**src/rtl/dmu_sii_req_issuer_if.sv**
```systemverilog
// DMU -> SII request issuer bus: core-side request handshake, SII
// header/payload bus and the SII write-ack credit return.
interface dmu_sii_req_issuer_if;
    logic         req_vld;
    logic         req_rdy;
    logic [1:0]   req_type;
    logic [127:0] req_hdr;
    logic [511:0] req_pld;
    logic [63:0]  req_be;

    logic         dmu_sii_hdr_vld;
    logic         dmu_sii_datareq;
    logic         dmu_sii_datareq16;
    logic         dmu_sii_reqbypass;
    logic [127:0] dmu_sii_data;
    logic [7:0]   dmu_sii_parity;
    logic [15:0]  dmu_sii_be;

    logic         sii_dmu_wrack_vld;
    logic [3:0]   sii_dmu_wrack_tag;

    // Issuer side
    modport slave (
        input  req_vld, req_type, req_hdr, req_pld, req_be,
        input  sii_dmu_wrack_vld, sii_dmu_wrack_tag,
        output req_rdy,
        output dmu_sii_hdr_vld, dmu_sii_datareq, dmu_sii_datareq16,
        output dmu_sii_reqbypass, dmu_sii_data, dmu_sii_parity, dmu_sii_be
    );

    // Core / SII side
    modport master (
        output req_vld, req_type, req_hdr, req_pld, req_be,
        output sii_dmu_wrack_vld, sii_dmu_wrack_tag,
        input  req_rdy,
        input  dmu_sii_hdr_vld, dmu_sii_datareq, dmu_sii_datareq16,
        input  dmu_sii_reqbypass, dmu_sii_data, dmu_sii_parity, dmu_sii_be
    );
endinterface

```
**src/rtl/dmu_sii_req_issuer.sv**
```systemverilog
// DMU -> SII inbound request issuer. Serialises buffered DMA read/write,
// Mondo and PIO-completion requests onto the SII header/payload bus and
// gates DMA-class requests on SII credits and per-tag outstanding state.
module dmu_sii_req_issuer #(
    parameter int unsigned CREDITS = 16
) (
    input  logic                 iol2clk,
    input  logic                 rst,
    dmu_sii_req_issuer_if.slave  bus,
    output logic [4:0]           credit_cnt,
    output logic                 credit_err
);
    typedef enum logic [1:0] {IDLE, HDR, PLD} state_t;
    typedef enum logic [1:0] {T_RD = 2'b00, T_WR = 2'b01, T_MONDO = 2'b10, T_PIO = 2'b11} req_t;

    localparam logic [4:0] CRED_MAX = 5'(CREDITS);

    state_t       state_q, state_d;
    logic [1:0]   beat_q, beat_d;
    req_t         type_q;
    logic [127:0] hdr_q;
    logic [511:0] pld_q;
    logic [63:0]  be_q;
    logic [15:0]  outstanding_q, outstanding_d;
    logic [4:0]   credit_d;
    logic         err_set;
    logic         free, accept, dma_acc, wr_hit, overflow;
    logic [1:0]   last_beat;
    logic [3:0]   tag;
    logic [127:0] data;

    // Interface availability and request acceptance
    always_comb begin
        last_beat   = (type_q == T_WR) ? 2'd3 : 2'd0;
        free        = (state_q == IDLE) ||
                      (state_q == HDR && type_q == T_RD) ||
                      (state_q == PLD && beat_q == last_beat);
        tag         = bus.req_hdr[67:64];
        bus.req_rdy = !rst && free &&
                      (bus.req_type == T_PIO || (credit_cnt != '0 && !outstanding_q[tag]));
        accept      = bus.req_vld && bus.req_rdy;
        dma_acc     = accept && (bus.req_type != T_PIO);
    end

    // State register and beat counter
    always_ff @(posedge iol2clk) begin
        if (rst) begin
            state_q <= IDLE;
            beat_q  <= '0;
        end else begin
            state_q <= state_d;
            beat_q  <= beat_d;
        end
    end

    // Next-state logic
    always_comb begin
        state_d = state_q;
        beat_d  = beat_q;
        case (state_q)
            IDLE: if (accept) state_d = HDR;
            HDR: begin
                beat_d = '0;
                if (type_q == T_RD) state_d = accept ? HDR : IDLE;
                else                state_d = PLD;
            end
            PLD: begin
                if (beat_q == last_beat) state_d = accept ? HDR : IDLE;
                else                     beat_d  = beat_q + 2'd1;
            end
            default: state_d = IDLE;
        endcase
    end

    // Capture request fields at accept so the core may move on
    always_ff @(posedge iol2clk) begin
        if (rst) begin
            type_q <= T_RD;
            hdr_q  <= '0;
            pld_q  <= '0;
            be_q   <= '0;
        end else if (accept) begin
            type_q <= req_t'(bus.req_type);
            hdr_q  <= bus.req_hdr;
            pld_q  <= bus.req_pld;
            be_q   <= bus.req_be;
        end
    end

    // Credit / outstanding-tag bookkeeping; a same-tag set beats the clear
    always_comb begin
        wr_hit        = bus.sii_dmu_wrack_vld && outstanding_q[bus.sii_dmu_wrack_tag];
        overflow      = wr_hit && !dma_acc && (credit_cnt >= CRED_MAX);
        err_set       = (bus.sii_dmu_wrack_vld && !wr_hit) || overflow;
        outstanding_d = outstanding_q;
        if (wr_hit)  outstanding_d[bus.sii_dmu_wrack_tag] = 1'b0;
        if (dma_acc) outstanding_d[tag] = 1'b1;
        credit_d = credit_cnt;
        case ({wr_hit && !overflow, dma_acc})
            2'b10:   credit_d = credit_cnt + 5'd1;
            2'b01:   credit_d = credit_cnt - 5'd1;
            default: credit_d = credit_cnt;
        endcase
    end

    // Credit registers and sticky error
    always_ff @(posedge iol2clk) begin
        if (rst) begin
            credit_cnt    <= CRED_MAX;
            outstanding_q <= '0;
            credit_err    <= 1'b0;
        end else begin
            credit_cnt    <= credit_d;
            outstanding_q <= outstanding_d;
            if (err_set) credit_err <= 1'b1;
        end
    end

    // SII bus drive: header cycle, payload beats, zero when idle
    always_comb begin
        bus.dmu_sii_hdr_vld   = 1'b0;
        bus.dmu_sii_datareq   = 1'b0;
        bus.dmu_sii_datareq16 = 1'b0;
        bus.dmu_sii_reqbypass = 1'b0;
        bus.dmu_sii_be        = '0;
        data                  = '0;
        case (state_q)
            HDR: begin
                bus.dmu_sii_hdr_vld   = 1'b1;
                data                  = hdr_q;
                bus.dmu_sii_datareq   = (type_q != T_RD);
                bus.dmu_sii_datareq16 = (type_q == T_MONDO) || (type_q == T_PIO);
                bus.dmu_sii_reqbypass = (type_q == T_PIO);
            end
            PLD: begin
                data           = pld_q[{beat_q, 7'd0} +: 128];
                bus.dmu_sii_be = (type_q == T_WR) ? be_q[{beat_q, 4'd0} +: 16] : '1;
            end
            default: ;
        endcase
        bus.dmu_sii_data = data;
        for (int unsigned i = 0; i < 8; i++)
            bus.dmu_sii_parity[i] = ^data[16*i +: 16];
    end
endmodule
```
**src/flat_wrapper.sv**
```systemverilog
// flat-port wrapper written by rule: the top's interface ports become plain ports
module dmu_sii_req_issuer_flat 
#(
    parameter int unsigned CREDITS = 16
)
  (iol2clk, rst, credit_cnt, credit_err, bus_req_vld, bus_req_type, bus_req_hdr, bus_req_pld, bus_req_be, bus_sii_dmu_wrack_vld, bus_sii_dmu_wrack_tag, bus_req_rdy, bus_dmu_sii_hdr_vld, bus_dmu_sii_datareq, bus_dmu_sii_datareq16, bus_dmu_sii_reqbypass, bus_dmu_sii_data, bus_dmu_sii_parity, bus_dmu_sii_be);
  dmu_sii_req_issuer_if bus_i ();
  input  logic iol2clk;
  input  logic rst;
  output logic [4:0] credit_cnt;
  output logic credit_err;
  input wire logic [$bits(bus_i.req_vld)-1:0] bus_req_vld;
  input wire logic [$bits(bus_i.req_type)-1:0] bus_req_type;
  input wire logic [$bits(bus_i.req_hdr)-1:0] bus_req_hdr;
  input wire logic [$bits(bus_i.req_pld)-1:0] bus_req_pld;
  input wire logic [$bits(bus_i.req_be)-1:0] bus_req_be;
  input wire logic [$bits(bus_i.sii_dmu_wrack_vld)-1:0] bus_sii_dmu_wrack_vld;
  input wire logic [$bits(bus_i.sii_dmu_wrack_tag)-1:0] bus_sii_dmu_wrack_tag;
  output wire logic [$bits(bus_i.req_rdy)-1:0] bus_req_rdy;
  output wire logic [$bits(bus_i.dmu_sii_hdr_vld)-1:0] bus_dmu_sii_hdr_vld;
  output wire logic [$bits(bus_i.dmu_sii_datareq)-1:0] bus_dmu_sii_datareq;
  output wire logic [$bits(bus_i.dmu_sii_datareq16)-1:0] bus_dmu_sii_datareq16;
  output wire logic [$bits(bus_i.dmu_sii_reqbypass)-1:0] bus_dmu_sii_reqbypass;
  output wire logic [$bits(bus_i.dmu_sii_data)-1:0] bus_dmu_sii_data;
  output wire logic [$bits(bus_i.dmu_sii_parity)-1:0] bus_dmu_sii_parity;
  output wire logic [$bits(bus_i.dmu_sii_be)-1:0] bus_dmu_sii_be;
  assign bus_i.req_vld = bus_req_vld;
  assign bus_i.req_type = bus_req_type;
  assign bus_i.req_hdr = bus_req_hdr;
  assign bus_i.req_pld = bus_req_pld;
  assign bus_i.req_be = bus_req_be;
  assign bus_i.sii_dmu_wrack_vld = bus_sii_dmu_wrack_vld;
  assign bus_i.sii_dmu_wrack_tag = bus_sii_dmu_wrack_tag;
  assign bus_req_rdy = bus_i.req_rdy;
  assign bus_dmu_sii_hdr_vld = bus_i.dmu_sii_hdr_vld;
  assign bus_dmu_sii_datareq = bus_i.dmu_sii_datareq;
  assign bus_dmu_sii_datareq16 = bus_i.dmu_sii_datareq16;
  assign bus_dmu_sii_reqbypass = bus_i.dmu_sii_reqbypass;
  assign bus_dmu_sii_data = bus_i.dmu_sii_data;
  assign bus_dmu_sii_parity = bus_i.dmu_sii_parity;
  assign bus_dmu_sii_be = bus_i.dmu_sii_be;
  dmu_sii_req_issuer #(.CREDITS(CREDITS)) u_core (.iol2clk(iol2clk), .rst(rst), .bus(bus_i), .credit_cnt(credit_cnt), .credit_err(credit_err));
endmodule
```
**config.mk**
```make
export PLATFORM = sky130hd
export DESIGN_NAME = dmu_sii_req_issuer_flat
export DESIGN_NICKNAME = d
export VERILOG_FILES = /design/src/rtl/dmu_sii_req_issuer_if.sv /design/src/rtl/dmu_sii_req_issuer.sv /design/src/flat_wrapper.sv
export SDC_FILE = /design/constraint.sdc
export NUM_CORES = 2
export LEC_CHECK = 0
export CAP_MARGIN = 10
export CORE_AREA = 4 4 335 337
export DETAILED_ROUTE_END_ITERATION = 16
export DIE_AREA = 0 0 339 341
export GPL_TIMING_DRIVEN = 0
export PLACE_DENSITY_LB_ADDON = 0.05
export SYNTH_ARGS = -nofsm -noshare
export SYNTH_HDL_FRONTEND = slang
export SYNTH_SLANG_ARGS = --single-unit
```
**constraint.sdc**
```tcl
create_clock -name iol2clk -period 3.5 [get_ports iol2clk]
set_input_delay 0.7 -clock iol2clk [delete_from_list [all_inputs] [get_ports iol2clk]]
set_output_delay 0.7 -clock iol2clk [all_outputs]
set_load 0.02 [all_outputs]
```
Yosys cells after proc, flatten, opt, wreduce, memory -nomap -nowiden. Index checks and enable logic that the tools add are counted.

Bits in read-only memories: 0. Input port bits: 714. Output and inout bits: 163. Memory bits (writable): 0. Memories: 0. Latch bits: 0. Word-level logic and storage cells: 101. Register bits after elaboration: 732.

Multipliers: 0. $lt $le $gt $ge: 5. Add/subtract/negate cells: 3. Muxes and demuxes: 26. Bitwise gates (word level): 3. Shift-type cells: 2. Eq/ne operators: 13. Div/mod/pow operators: 0. Reductions and logical operators: 40.

Operator list (number): 512-bit by 10-bit variable part select with 128-bit output (1); 128-bit one-hot mux with 2 select lines (1); 16-bit XOR reduction (8); 16-bit 2-to-1 mux (4); 64-bit by 7-bit variable part select with 16-bit output (1); 16-bit bitwise AND (1); 16-bit inverter (1); 16-bit OR (1); 1-bit logical AND (14); 2-bit equality test (second input constant) (5); 4-bit by 5-bit < comparator with 1-bit output (second input constant) (2); 2-bit 2-to-1 mux (5); 5-bit one-hot mux with 2 select lines (1); 1-bit 2-to-1 mux (9); 1-bit binary-select mux with 4-bit select (2); 1-bit demux with 4-bit select (2); 4-bit by 1-bit greater-or-equal comparator with 1-bit output (second input constant) (2); 2-bit by 1-bit equality test with 1-bit output (second input constant) (3); 2-bit inequality test (second input constant) (3); 2-bit one-hot mux with 3 select lines (1); 2-bit nonzero test (3); 5-bit by 1-bit adder with 5-bit output (second input constant) (1); 5-bit greater-or-equal comparator (second input constant) (1); 1-bit logical NOT (5); other kinds (9) (15).

Longest topological paths before layout.
Depth after elaboration: 16. Gate-level depth with buffers: 16. Gate-level depth less buffers: 14.

Worst setup path before layout. OpenSTA, ideal clock, no wires.

Path type: register to output. From: register u_core.state_q[1]. To: output port bus_dmu_sii_parity[3]. Data required time: 2800 ps. Path slack: -84 ps. Cell stages (with the launch flop): 13. Buffers on the path: 3. Arrival time: 2884 ps. Cell sequence: dfxtp_1 > inv_1 > ha_1 > buf_2 > buf_1 > buf_1 > a22oi_1 > nor2_1 > xnor2_1 > xnor2_1 > xnor2_1 > nor2_1 > nor3b_2.

Longest elaborated chain between the ends: 3. Elaborated cells between the ends (all ways): 4. Classes of those cells: eq/ne: 2; mux: 1; reduce/logical: 1.

RTL lines: start: declaration (line dmu_sii_req_issuer.sv:18) `state_t state_q, state_d;`; start signal: assignment (line dmu_sii_req_issuer.sv:51) `state_q <= state_d;`; 2-bit equality test or 2-bit by 1-bit equality test with 1-bit output (tied branches) (line dmu_sii_req_issuer.sv:127) `case (state_q)`; 128-bit one-hot mux with 2 select lines (*) (line dmu_sii_req_issuer.sv:127); via bus_dmu_sii_data[55] (line flat_wrapper.sv:24) `output wire logic [$bits(bus_i.dmu_sii_data)-1:0] bus_dmu_sii_data;`; 16-bit XOR reduction (*) (line dmu_sii_req_issuer.sv:143) `bus.dmu_sii_parity[i] = ^data[16*i +: 16];`; end: declaration (line flat_wrapper.sv:25) `output wire logic [$bits(bus_i.dmu_sii_parity)-1:0] bus_dmu_sii_parity;`.

Mark *: on every way through the listed nets, which the timed path passes. The rest lies on a longest branch.

Worst setup path in the final report.
From: register u_core.beat_q[0]. To: output port bus_dmu_sii_parity[5].

Longest elaborated chain between the ends: 3.

RTL lines: start: declaration (line dmu_sii_req_issuer.sv:19) `logic [1:0] beat_q, beat_d;`; start signal: assignment (line dmu_sii_req_issuer.sv:52) `beat_q <= beat_d;`; 512-bit by 10-bit variable part select with 128-bit output (line dmu_sii_req_issuer.sv:136) `data = pld_q[{beat_q, 7'd0} +: 128];`; 128-bit one-hot mux with 2 select lines (line dmu_sii_req_issuer.sv:127); 16-bit XOR reduction (line dmu_sii_req_issuer.sv:143).

Every way passes these cells.

==> results by group <==
Route
  • Routed WL per cell: about 30 um
  • DRT antenna net count: 0
  • Met2 Wirelength: between 90 and 100 mm
  • Vias: 36900
  • Residual DRC: 0
  • Drt total wl: a little over 200 mm
  • TritonRoute pass-1 iters: 5
  • Max Used Layer: met5
  • Wire length on met1: ~85 mm
  • Via/cell ratio: between 5 and 6
  • Met3 WL: around 17 mm
  • Drt initial violations: 3399

Timing
  • Max_slew headroom: 6.30%
  • Worst-margin pin slew: 1.41 ns
  • Setup ws final: -0.792 ns
  • Fin crit share: 123%
  • Crit path time final: about 4.3 ns
  • RSZ-0062 raised after global routing: yes
  • Setup violators final: 76
  • Final Hold Fails: 0
  • Final Slew Violations: 0
  • Clk_skew: approximately 0.019 ns
  • Fmax: roughly 0.23 GHz
  • TNS Setup: -15.48 ns

Logic synthesis
  • Sequential share of the synthesized area: a little over two fifths
  • Post-synth EDFFs: 0
  • Avg Inst Size Synth: 7.98 um2
  • Mapped Area: 34300 um2
  • Synthesis warning total: 0
  • Post-synth ARST share: 0%
  • Syn Nets: 5023
  • Top_reg_cell synth: dfxtp_1
  • Yosys reg bits: 732
  • Synth cell types: 62
  • Post-synthesis instance total: 4301

Layout
  • Filler instances: ~11000
  • Layout cell share with drive strength beyond 1: 18.4%
  • Fin util: a little under half
  • Layout area overhead: 50.8%
  • Final nets: 6131

Power and ir drop
  • Worst vdd ir: roughly 310 uV
  • P_leak: 0.0185 uW
  • Pwr dens: 434 nW/um2

Clock network
  • Clk slew on worst S/H paths: 0.06 ns
  • CTS hold repair buffers: 0
  • H-tree depth: 3
  • Clk sink count: 732
  • CTS tree: done
  • Total CTS buffers: 87
  • Clk_lat worst skew: 0.68 ns
  • Clk buf depth: 3
  • Clk root buf: clkbuf_16

Critical path
  • Reg2Reg Setup Slack: 0.01 ns
  • Worst-path maximum fanout: 9
  • Reg-to-Reg Start: u_core.beat_q[0]
  • Worst-case reg-to-reg path depth: 14
  • Kind of critical path: register to output port
  • Worst EP arrival: 3.59 ns
  • CP Launch Type: register
  • Setup crit end kind: output port
  • Data required, critical path: 2.80 ns
  • Reg2reg end: u_core.pld_q[382]

Floorplan
  • Die Ht: ~340 um
  • Die Wd: ~340 um
  • IO Pins: ~880
  • Die ar.: 116000 um2
  • Starting density of the core: 31.5%
  • Core area: 109000 um2
  • Cell row count: 121

Job
  • Max cap viols: 0

Min path
  • Endpoint, Worst Hold: u_core.pld_q[379]
  • HP Class: register to register
  • Worst hold path depth: 2
  • Hold path startpoint: u_core.pld_q[379]

Run status
  • Failing checks: setup timing
  • Status: complete, but fails checks

Placement
  • Post-DP HPWL: 155 mm
  • Port Buffers: 873
  • Gpl congestion: 0.918

GRT
  • First-pass GRT wire length: 277 mm
  • Largest net degree at the start of global routing: 14
  • Initial antenna violation count: 61
  • Total congestion overflow: 0
  • Vias in the first global route: 35900
  • Total GRT Usage: 33.9%
[state kept, by name, summed over array words and instances, names as in the netlist]
| signal | count |
|---|---|
| u_core.hdr_q | 128 |
| u_core.beat_q | 2 |
| u_core.credit_cnt | 5 |
| u_core.be_q | 64 |
| u_core.outstanding_q | 16 |
| u_core.pld_q | 512 |
| u_core.type_q | 2 |
| u_core.state_q | 2 |
| u_core.credit_err | 1 |
[worst max-delay path by stage]
stage | start | to | slack [ns] | cells after the start
final | u_core.beat_q[0] | bus_dmu_sii_parity[5] | -0.79 | 11
after global routing | u_core.beat_q[0] | bus_dmu_sii_parity[5] | -0.88 | 11
after CTS | u_core.beat_q[0] | bus_dmu_sii_parity[7] | -0.78 | 12
after detailed placement | u_core.state_q[0] | bus_dmu_sii_data[61] | -3.31 | 12
after global placement | u_core.state_q[0] | bus_dmu_sii_data[121] | -3.80 | 11
after floorplan | bus_req_hdr[64] | u_core.credit_cnt[4] | 0.007 | 15
[cell usage in the layout (no fill, tap or decap), types with 26 or more instances in the layout]
cell / Yosys / layout
a22oi_2: 7 / 27
diode_2: 0 / 29
a21oi_1: 874 / 811
clkdlybuf4s50_1: 0 / 716
xnor2_1: 99 / 94
a21oi_4: 0 / 44
mux4_2: 140 / 140
a22o_1: 37 / 37
dfxtp_1: 732 / 728
clkbuf_1: 175 / 130
buf_6: 12 / 82
nor3_1: 43 / 43
clkbuf_8: 0 / 38
clkdlybuf4s15_2: 0 / 26
mux2i_1: 69 / 52
nor2_1: 103 / 70
buf_2: 79 / 92
buf_12: 1 / 52
nor2b_1: 42 / 42
buf_4: 46 / 149
nand2_1: 1627 / 1588
clkbuf_16: 0 / 97
[cells by family (layout without fill, tap and decap cells)]
kind of cell	Yosys count	in the layout	share of synthesized area, %
AOI/OAI and AO/OA	1000	1000	15.7
xor gates and xnor gates	120	120	3.46
adders and majority gates	8	8	0.313
buffers and inverters	352	1520	4.98
DFF	732	732	42.7
muxes	211	211	11.3
other	0	29	0
and+or+nand+nor	1878	1878	21.6
[per-stage QoR]
stage	hold WS, ns	cell area [um2]	instances	worst slack (ns)	power, uW
5_1_grt	0.464	51700	6899	-0.880	23100
3_3_place_gp	0.439	44800	6588	-3.80	12900
3_5_place_dp	0.444	44900	6593	-3.31	12900
6_report	0.451	51800	6912	-0.792	22500
2_1_floorplan	0.433	34300	4301	0.00654	10800
4_1_cts	0.452	50900	6850	-0.780	22400
[final cells by class]
| class | count | area, um2 | share of cell area [%] |
|---|---|---|---|
| multi-input combinational | 3217 | 19300 | 37.3 |
| sequential | 732 | 14700 | 28.3 |
| timing repair buffer | 1023 | 10300 | 20.0 |
| buffer | 336 | 2720 | 5.26 |
| clock buffer | 117 | 2500 | 4.83 |
| tap | 1414 | 1770 | 3.42 |
| clock inverter | 32 | 345 | 0.667 |
| antenna | 29 | 72.6 | 0.140 |
| inverter | 12 | 51.3 | 0.0991 |
[what timing repair did]
item,in CTS,in global routing
buffers inserted,103,45
gates cloned,5,1
gates resized for setup,1246,218
endpoints found under the setup margin,863,195
pin swaps,64,58
[Yosys cell counts (26+ instances only)]
master	instances	area share, %
nand2_1	1627	18
dfxtp_1	732	43
buf_2	79	1.2
buf_4	46	1.0
nor2_1	103	1.1
nor2b_1	42	0.77
a22oi_1	30	0.66
nor3_1	43	0.63
buf_1	26	0.28
a21oi_1	874	13
a22o_1	37	0.94
clkbuf_1	175	1.9
mux4_2	140	9.2
xnor2_1	99	2.5
mux2i_1	69	2.0
[critical path, cell delays in order, from the launching register on]
cell and delay, ns:
dfxtp_4 0.38, buf_12 0.18, buf_4 0.16, mux4_2 0.62
xnor2_1 0.17, nor3_1 0.19, a21oi_1 0.09, xor3_2 0.46
xnor2_1 0.15, a32oi_1 0.22, nand2_2 0.13, buf_6 0.15
[report_power, final]
part | leakage (uW) | switching, uW | internal, uW
registers | 0.00597 | 317 | 8810
logic | 0.0111 | 2260 | 1710
clock network | 0.00142 | 3930 | 5430
[metal layers]
| layer | vias to the layer above | global-route usage (%) |
|---|---|---|
| met4 | 34 | 13.2 |
| met3 | 355 | 8.28 |
| met2 | 1675 | 55.4 |
| met1 | 18100 | 43.1 |
| met5 | - | 0 |
| li1 | 16700 | - |
(Power assumes the default switching activity.)
